`src/rtl/logic_pipe_stage.sv`:
```
// logic_pipe_stage
//   Two-stage registered bitwise logic unit. Stage 1 captures an operand set
//   {op, a, b}. Stage 2 computes AND/OR/XOR/NOR, registers the result with a
//   zero flag and a parity flag, and presents it to the result bus. Both sides
//   use a valid/ready handshake and the pipe sustains one transfer per cycle.
//   A free-running counter tracks completed output transfers.
//
// Ports
//   clk        rising-edge clock
//   rst        synchronous active-high reset
//   in_valid   operand set on op/a/b is valid
//   in_ready   stage accepts operands this cycle (combinational, low in reset)
//   op         00=AND 01=OR 10=XOR 11=NOR
//   a, b       operands, WIDTH bits
//   out_valid  y/zero/parity are valid
//   out_ready  downstream accepts the result this cycle
//   y          result, WIDTH bits
//   zero       1 when y is all zeros
//   parity     XOR-reduction of y (1 = odd number of ones)
//   xfer_cnt   completed output transfers, wraps modulo 2^CNT_W
module logic_pipe_stage #(
  parameter int WIDTH = 8,
  parameter int CNT_W = 16
) (
  input  logic             clk,
  input  logic             rst,
  input  logic             in_valid,
  output logic             in_ready,
  input  logic [1:0]       op,
  input  logic [WIDTH-1:0] a,
  input  logic [WIDTH-1:0] b,
  output logic             out_valid,
  input  logic             out_ready,
  output logic [WIDTH-1:0] y,
  output logic             zero,
  output logic             parity,
  output logic [CNT_W-1:0] xfer_cnt
);

  logic             s1_valid_q;
  logic [1:0]       op_q;
  logic [WIDTH-1:0] a_q;
  logic [WIDTH-1:0] b_q;

  logic             out_valid_q;
  logic [WIDTH-1:0] y_q;
  logic             zero_q;
  logic             parity_q;
  logic [CNT_W-1:0] cnt_q;

  logic             s2_take;
  logic             s1_take;
  logic [WIDTH-1:0] y_d;
  logic [CNT_W-1:0] cnt_d;

  // Each stage may load when it is empty or when its content leaves this
  // cycle. Chaining s1_take off s2_take lets a full pipe accept a new operand
  // in the same cycle the result is taken, so there is never a bubble.
  always_comb begin
    s2_take  = !out_valid_q || out_ready;
    s1_take  = !s1_valid_q || s2_take;
    in_ready = s1_take && !rst;
  end

  // Gate function applied to the captured operands; the result is exact over
  // WIDTH bits with no carries between bit positions.
  always_comb begin
    y_d = '0;
    unique case (op_q)
      2'b00:   y_d = a_q & b_q;
      2'b01:   y_d = a_q | b_q;
      2'b10:   y_d = a_q ^ b_q;
      default: y_d = ~(a_q | b_q);
    endcase
  end

  always_comb begin
    cnt_d = cnt_q + CNT_W'(1);
  end

  // Stage 1: operand capture. The operand registers only load when a real
  // operand arrives, so a bubble leaves the previous values in place; they are
  // ignored because s1_valid_q is low.
  always_ff @(posedge clk) begin
    if (rst) begin
      s1_valid_q <= 1'b0;
      op_q       <= '0;
      a_q        <= '0;
      b_q        <= '0;
    end else if (s1_take) begin
      s1_valid_q <= in_valid;
      if (in_valid) begin
        op_q <= op;
        a_q  <= a;
        b_q  <= b;
      end
    end
  end

  // Stage 2: compute and register the result with its flags. When a bubble
  // advances, out_valid drops but the last result stays on the bus.
  always_ff @(posedge clk) begin
    if (rst) begin
      out_valid_q <= 1'b0;
      y_q         <= '0;
      zero_q      <= 1'b0;
      parity_q    <= 1'b0;
    end else if (s2_take) begin
      out_valid_q <= s1_valid_q;
      if (s1_valid_q) begin
        y_q      <= y_d;
        zero_q   <= (y_d == '0);
        parity_q <= ^y_d;
      end
    end
  end

  // Completed-transfer counter, wraps naturally with no saturation.
  always_ff @(posedge clk) begin
    if (rst) begin
      cnt_q <= '0;
    end else if (out_valid_q && out_ready) begin
      cnt_q <= cnt_d;
    end
  end

  assign out_valid = out_valid_q;
  assign y         = y_q;
  assign zero      = zero_q;
  assign parity    = parity_q;
  assign xfer_cnt  = cnt_q;

endmodule

```
`config.mk`:
```
export PLATFORM = sky130hd
export DESIGN_NAME = logic_pipe_stage
export DESIGN_NICKNAME = d
export VERILOG_FILES = /design/src/rtl/logic_pipe_stage.sv
export SDC_FILE = /design/constraint.sdc
export NUM_CORES = 1
export LEC_CHECK = 0
export CORE_UTILIZATION = 60
export DETAILED_ROUTE_END_ITERATION = 10
export DONT_BUFFER_PORTS = 1
export PLACE_DENSITY = 0.75
export SLEW_MARGIN = 15
export SYNTH_ARGS = -nofsm -noshare
export SYNTH_HDL_FRONTEND = slang
export SYNTH_SLANG_ARGS = --single-unit
```
`constraint.sdc`:
```
create_clock -name clk -period 5.65 [get_ports clk]
set_input_delay 1.13 -clock clk [delete_from_list [all_inputs] [get_ports clk]]
set_output_delay 1.13 -clock clk [all_outputs]
set_load 0.05 [all_outputs]
```
Word-level counts from Yosys, hierarchy flattened
Index checks and enable logic that the tools add are counted.

word-level totals
  input bits = 22
  memories = 0
  output and inout bits = 28
  logic and storage cells = 29
  latch bits = 0
  ROM bits = 0
  memory bits (writable) = 0
  bits in registers = 46

cells by class
  shifts and indexed selects = 0
  magnitude comparators = 0
  muxes and demuxes = 1
  bitwise operators = 4
  $add $sub $neg = 1
  multipliers = 0
  equal/unequal tests = 2
  divide/modulo/power cells = 0
  reductions and logical operators = 12

operators with widths
  operator               count
  $pmux 8 s3             1
  $add 16x1->16 const B  1
  $and 8x8->8            1
  $logic_not 8->1        1
  $not 8->8              1
  $or 8x8->8             1
  $reduce_xor 8->1       1
  $xor 8x8->8            1
  $reduce_and 2->1       2
  $logic_not 1->1        3
  $eq 2x1->1 const B     1
  $eq 2x2->1 const B     1
  $logic_and 1x1->1      2
  $logic_not 2->1        1
  $logic_or 1x1->1       2

Longest topological paths before layout
Gate-level depths: netlist of run 1.

  word-level depth = 4
  gate-level depth with buffers = 9
  gate-level depth less buffers = 9

Worst setup path after synthesis of run 1
Ideal clock, no wire load.

  path kind = in2out
  start point = input rst
  end point = output in_ready
  stages on the path = 3
  path buffers = 2
  slack = 2.332 ns
  required time = 4.520 ns
  data arrival time = 2.188 ns
  cells stage by stage = clkbuf_1 -> clkbuf_1 -> nor2_1

between the ends
  word-level cells in the longest chain between the ends = 2

ends and longest elaborated chain
  what               line  source
  start, declared    26    input logic rst,
  $logic_not 1->1    62    in_ready = s1_take && !rst;
  $logic_and 1x1->1  62
  end, declared      28    output logic in_ready,

Every way passes these cells.

Worst setup path after layout of run 1
  start point = input out_ready
  end point = output in_ready

between the ends
  word-level cells in the longest chain between the ends = 3

ends and longest elaborated chain
  what               line  source
  start, declared    33    input logic out_ready,
  $logic_or 1x1->1   60    s2_take = !out_valid_q || out_ready;
  $logic_or 1x1->1   61    s1_take = !s1_valid_q || s2_take;
  $logic_and 1x1->1  62

Every way passes these cells.

==> results of run 1 <==
## routing by layer
metal	track usage, %	routed length [um]
met5	0	0
met2	36.60	1969
met3	8.333	257
met4	7.065	25
met1	27.77	2102
## flip-flops by register name (all words and copies together) (netlist names)
| name | count |
|---|---|
| s1_valid_q | 1 |
| zero | 1 |
| out_valid | 1 |
| xfer_cnt | 16 |
| b_q | 8 |
| a_q | 8 |
| y | 8 |
| parity | 1 |
| op_q | 2 |
## cell usage in the layout, fill, tap and decap left out
| master | n |
|---|---|
| nand4_4 | 1 |
| and2_1 | 1 |
| nand4_1 | 3 |
| nor2b_1 | 5 |
| clkbuf_1 | 1 |
| and4_2 | 1 |
| xor2_1 | 3 |
| inv_1 | 22 |
| and3b_1 | 1 |
| and4_1 | 1 |
| a211oi_1 | 13 |
| mux2_2 | 6 |
| a21oi_1 | 32 |
| dfxtp_1 | 46 |
| a31o_2 | 1 |
| ha_1 | 21 |
| or3_1 | 1 |
| clkinvlp_4 | 1 |
| nor2_1 | 32 |
| o31ai_1 | 2 |
| o31a_1 | 1 |
| o21ai_2 | 1 |
| nor3_1 | 3 |
| clkbuf_8 | 5 |
| xnor2_1 | 10 |
| nor4_1 | 5 |
| bufinv_16 | 1 |
| o21ba_1 | 1 |
| o21ai_0 | 4 |
| or3_4 | 1 |
| o311ai_0 | 2 |
| a311oi_1 | 1 |
| a41o_1 | 1 |
| nand2b_1 | 2 |
| nand2_1 | 45 |
| nand3_1 | 7 |
## area by class of cell
type                            count  area [um2]  area share (%)
Clock inverter                      2       37.54           1.508
Inverter                           22       82.58           3.318
Multi-Input combinational cell    208        1315           52.84
Tap cell                           48       60.06           2.413
Clock buffer                        6       72.57           2.916
Sequential cell                    46       920.9           37.00
## Yosys cell counts (3+ instances only)
master    count
nor4_1        5
nand2_1      45
xor2_1        3
nor2b_1       5
nand3_1       7
ha_1         21
nor3_1        3
dfxtp_1      46
clkbuf_1      7
buf_2         8
o21ai_0       4
mux2_2        6
a211oi_1     13
nor2_1       32
inv_1        22
nand4_1       3
xnor2_1      10
a21oi_1      32
## power groups by stage
stage / clock network, uW / logic [uW] / registers (uW)
6_report: 242 / 72.0 / 371
5_1_grt: 266 / 83.0 / 373
4_1_cts: 249 / 73.0 / 371
3_5_place_dp: 0 / 72.2 / 379
3_3_place_gp: 0 / 70.4 / 378
2_1_floorplan: 0 / 73.1 / 371
## worst min-delay path by stage
stage	from	end	slack, ns	cells after the start
finish	b_q[7]	b_q[7]	0.47	2
floorplan	b_q[0]	b_q[0]	0.45	2
global route	b_q[7]	b_q[7]	0.49	2
global placement	a_q[3]	a_q[3]	0.46	2
detailed placement	b_q[7]	b_q[7]	0.46	2
CTS	b_q[7]	b_q[7]	0.47	2
## logic make-up (layout without fill, tap and decap cells)
logic type	Yosys count	count (layout)	synth area share, %
AND/OR/NAND/NOR	109	109	21.06
flip-flops	46	46	38.37
adder cells (fa/ha/maj)	21	21	10.95
XOR/XNOR	13	13	4.745
buffers and inverters	39	30	6.830
AO/OA/AOI/OAI	59	59	15.22
multiplexers	6	6	2.815
## metrics by stage
stage / setup WS, ns / instances / hold slack [ns]
after detailed placement: 2.516 / 324 / 0.4613
after CTS: 2.517 / 332 / 0.4734
after global placement: 2.525 / 324 / 0.4567
after floorplan: 2.332 / 293 / 0.4530
after global routing: 2.508 / 332 / 0.4896
final: 2.521 / 332 / 0.4700
==> run metrics, run 1 <==
synthesized instance count 293; worst slew pin tran 1.109 ns; utilization after layout 66.48%; Worst setup EP type output port; ranking of synthesized cells by area dfxtp_1 38%, ha_1 11%, nand2_1 7.0%; Final Power 684.1 uW; library cells used by synthesis 35; endpoints failing setup 0; slowest library cell on the worst path nor2_1; ys async rst share 0%; Area growth, synth to finish 3.702%; R2R cell count 6; P_int between 500 and 600 uW; cell count along the critical path 2; vias in the first global route roughly 1800; grt ovf 0; CTS Buffer Depth 2; final number of hold-violating endpoints 0; fmax around 0.32 GHz; post-synth net total 336; combinational fraction of design power a little over a tenth; antenna cells 0; post-CTS setup buffer count 0; Starting DRT DRC Count 71; nets 326; DPL Wire Length 3132 um; CP max FO 8; Core Area 3744 um2; reg2reg setup slack around 3.2 ns; First-pass DRT Iterations 4; antenna-violating nets left 0; RSZ-0062 raised after global routing false; htree depth 2; worst path bufs/invs 0; reg-to-reg startpoint op_q[0]; clock buffer count from CTS 5; detailed-route DRC error count 0; CTS tree built; first-pass GRT wire length 7431 um; CP Capture Point in_ready; Lkg Pwr 0.0009320 uW; die area roughly 4300 um2; register share of total power between 50 and 60%; initial antenna violation count 0; Net Sw Frac between 20% and 30%; startpoint types primary input; r2r endpoint parity; post-route cell area 2489 um2; via/cell ratio 5.675; Switching Power 180.4 uW; Synth top area share 38.37%; max_cap viols 0; Buffers on Ports 0; Top delay family on crit path simple AND/OR/NAND/NOR gates; post-CTS resize count 0; Clk pwr share 35.3%; status finished clean; kind of critical path primary input to output port; number of synthesized register bits 46; Tcrit/Tclk final 55.38%; Worst VDD drop between 0.15 and 0.2 mV; EDFF count, synth 0; Starting Density roughly 64%; hold_buf cts 0; Mapped Area 2400 um2; final WL 4354 um; cell taking the most area after synthesis dfxtp_1; PD cells 274.9 nW/um2; clock-pin slew on the worst setup and hold paths 0.08 ns; CP startpoint out_ready; crit path cell chain and3b_1, nor2_1; site row count 22; Clk Latency, worst-skew pair 0.29 ns; GP Congestion 0.7204; clock sink total 46; slew margin rel. approximately 26%; slowest stage delay, CP 0.68 ns; gr usage total 22.64%; Die Ht 65.24 um; num ports 50; CP arrival 2.00 ns; Layout Skew about 0.0049 ns; Hold Path Class flip-flop to flip-flop; Critical Path RT ~4.5 ns; setup TNS 0 ns; Slew Limit Fails 0; Seq/Total Area, Yosys between 30% and 40%; Layout fillers 337; Mapped Avg Cell Area 8.190 um2; Primary FF master, synth dfxtp_1; Area after DPL 2379 um2; Yosys warning total 0; die width between 60 and 70 um; pin count of the biggest net entering global routing 50; Period minus WS final 3.129 ns; wire per inst between 10 and 15 um; share of layout cells above drive strength 1 ~6.3%; routed vias 1884; Root Buffer clkbuf_8
Power figures use the tool's default switching activity.
==> run 2: changes to the inputs <==
--- a/config.mk
+++ b/config.mk
@@ -5,10 +5,10 @@
 export SDC_FILE = /design/constraint.sdc
 export NUM_CORES = 1
 export LEC_CHECK = 0
-export CORE_UTILIZATION = 60
+export CORE_UTILIZATION = 56
 export DETAILED_ROUTE_END_ITERATION = 10
 export DONT_BUFFER_PORTS = 1
-export PLACE_DENSITY = 0.75
+export PLACE_DENSITY = 0.73
 export SLEW_MARGIN = 15
 export SYNTH_ARGS = -nofsm -noshare
 export SYNTH_HDL_FRONTEND = slang
==> constraint.sdc (replaced) <==
create_clock -name clk -period 2.75 [get_ports clk]
set_input_delay 0.55 -clock clk [delete_from_list [all_inputs] [get_ports clk]]
set_output_delay 0.55 -clock clk [all_outputs]
set_load 0.05 [all_outputs]
==> run metrics, run 2 (synthesized netlist as in run 1, its figures left out) <==
Tcrit/Tclk final between 70% and 80%; min-delay src rst; clock-pin slew on the worst setup and hold paths 0.09 ns (about the same); DPL Wire Length 3296 um (+5.2%); GP Congestion 0.7980 (+11%); grt ovf 0 (unchanged); gr usage total 22.69% (+0.047 points); die width 67.46 um (+3.4%); hold_buf cts 0 (unchanged); slowest library cell on the worst path mux2_2; htree depth 2 (unchanged); routed vias 1879 (-0.27%); site row count 23 (+4.5%); Slew Limit Fails 0 (unchanged); kind of critical path flip-flop to flip-flop; endpoints failing setup 0 (unchanged); Starting Density 59.14% (-5.0 points); worst path bufs/invs 1 (+1); Final Power 1407 uW (+110%); pin count of the biggest net entering global routing 50 (unchanged); First-pass DRT Iterations 4 (unchanged); Critical Path RT 2.97 ns (-1.55 ns); max_cap viols 0 (unchanged); crit path cell chain buf_4, mux2_2, a21oi_1, ha_1, xnor2_1, xnor2_1, a211oi_1; num ports 50 (unchanged); startpoint types flip-flop; WHS 0.3097 ns (-0.1603 ns); Clk Latency, worst-skew pair 0.30 ns (about the same); commonest non-fill, non-tap cells in the layout 46 x dfxtp_1, 45 x nand2_1, 32 x nor2_1, 32 x a21oi_1, 22 x inv_1; initial antenna violation count 0 (unchanged); share of layout cells above drive strength 1 10.17% (+3.8 points); R2R cell count 7 (+1); r2r endpoint parity; setup TNS 0 ns (unchanged); most numerous cell on the critical path xnor2_1; Period minus WS final 2.159 ns; CTS tree built; CTS Buffer Depth 2 (unchanged); RSZ-0062 raised after global routing false; Buffers on Ports 0 (unchanged); Worst setup EP type flip-flop; final WL 4658 um (+7.0%); reg-to-reg startpoint op_q[0]; Hold Path Class primary input to flip-flop; antenna cells 0 (unchanged); status finished clean; worst slew pin tran 0.7163 ns (-0.3923 ns); via/cell ratio 5.446 (-4.0%); die area 4551 um2 (+6.9%); nets 337 (+3.4%); Core Area 4058 um2 (+8.4%); detailed-route DRC error count 0 (unchanged); Starting DRT DRC Count 90 (+27%); post-CTS resize count 0 (unchanged); Area growth, synth to finish 7.195%; Worst VDD drop 0.3564 mV (+85%); Lkg Pwr 0.0009968 uW (+6.9%); slowest stage delay, CP 0.37 ns (-0.31 ns); worst hold path endpoint zero; reg2reg setup slack 0.59 ns (-2.63 ns); Layout Skew 0.01067 ns (+0.005781 ns); Die Ht 67.46 um (+3.4%); PD cells 547.0 nW/um2 (+99%); clock buffer count from CTS 5 (unchanged); CP arrival 2.38 ns (+0.38 ns); slew margin rel. 52.24% (+26 points); post-CTS setup buffer count 0 (unchanged); wire per inst 13.50 um (+3.0%); Top delay family on crit path compound AO/OA/AOI/OAI gates; antenna-violating nets left 0 (unchanged); first-pass GRT wire length 7700 um (+3.6%); vias in the first global route 1696 (-4.0%); most common cell after layout, fill and taps aside dfxtp_1; CP max FO 24 (+16); Root Buffer clkbuf_8; worst hold path depth 1 (-1); clock sink total 46 (unchanged); fmax approximately 0.46 GHz; final number of hold-violating endpoints 0 (unchanged); max reg flops 16 (unchanged)
==> run 2: worst max-delay path by stage <==
stage                 start  endpoint  slack [ns]  cells after the start
CTS                 op_q[0]    parity        0.57                      7
detailed placement  op_q[0]    parity        0.64                      7
floorplan               rst  in_ready        0.59                      3
global placement    op_q[0]    parity        0.67                      7
global route        op_q[0]    parity        0.44                      7
finish              op_q[0]    parity        0.59                      7
==> run 2: where the power goes <==
group | leakage [uW] | switching [uW] | internal (uW)
clock | 0.0000579 | 221 | 268
combinational | 0.000563 | 93.5 | 76.4
sequential | 0.000376 | 56.3 | 693
total | 0.000997 | 370 | 1040
==> run 2: routing by layer <==
metal	GRT usage (%)	part of all wire, %	vias up	wire, um
li1	-	-	991	-
met1	30.39	50	844	2310
met5	0	0	-	0
met3	7.264	4.8	2	222
met4	4.787	0.17	0	8
met2	35.27	45	42	2117
==> run 2: cell type report <==
| cell class | count | area [um2] |
|---|---|---|
| well taps | 50 | 62.56 |
| multi-input cells | 208 | 1315 |
| clock buffers | 5 | 68.82 |
| repair buffers | 11 | 82.58 |
| clock inverters | 3 | 40.04 |
| fillers | 372 | 1485 |
| inverters | 22 | 82.58 |
| flip-flops and latches | 46 | 920.9 |
==> run 2: worst register-to-register path, stage by stage (launching register included) <==
cell and delay [ns]:
dfxtp_1 0.34, buf_4 0.26, mux2_2 0.37, a21oi_1 0.30
ha_1 0.32, xnor2_1 0.21, xnor2_1 0.09, a211oi_1 0.21
==> run 2: metrics by stage <==
stage | setup WS, ns | cell area [um2] | utilization (%) | cells
2_1_floorplan | 0.5925 | 2400 | - | 293
3_3_place_gp | 0.6745 | 2464 | 60.72 | 337
3_5_place_dp | 0.6366 | 2464 | 60.72 | 337
4_1_cts | 0.5670 | 2572 | 63.40 | 345
5_1_grt | 0.4388 | 2572 | 63.40 | 345
6_report | 0.5908 | 2572 | 63.40 | 345
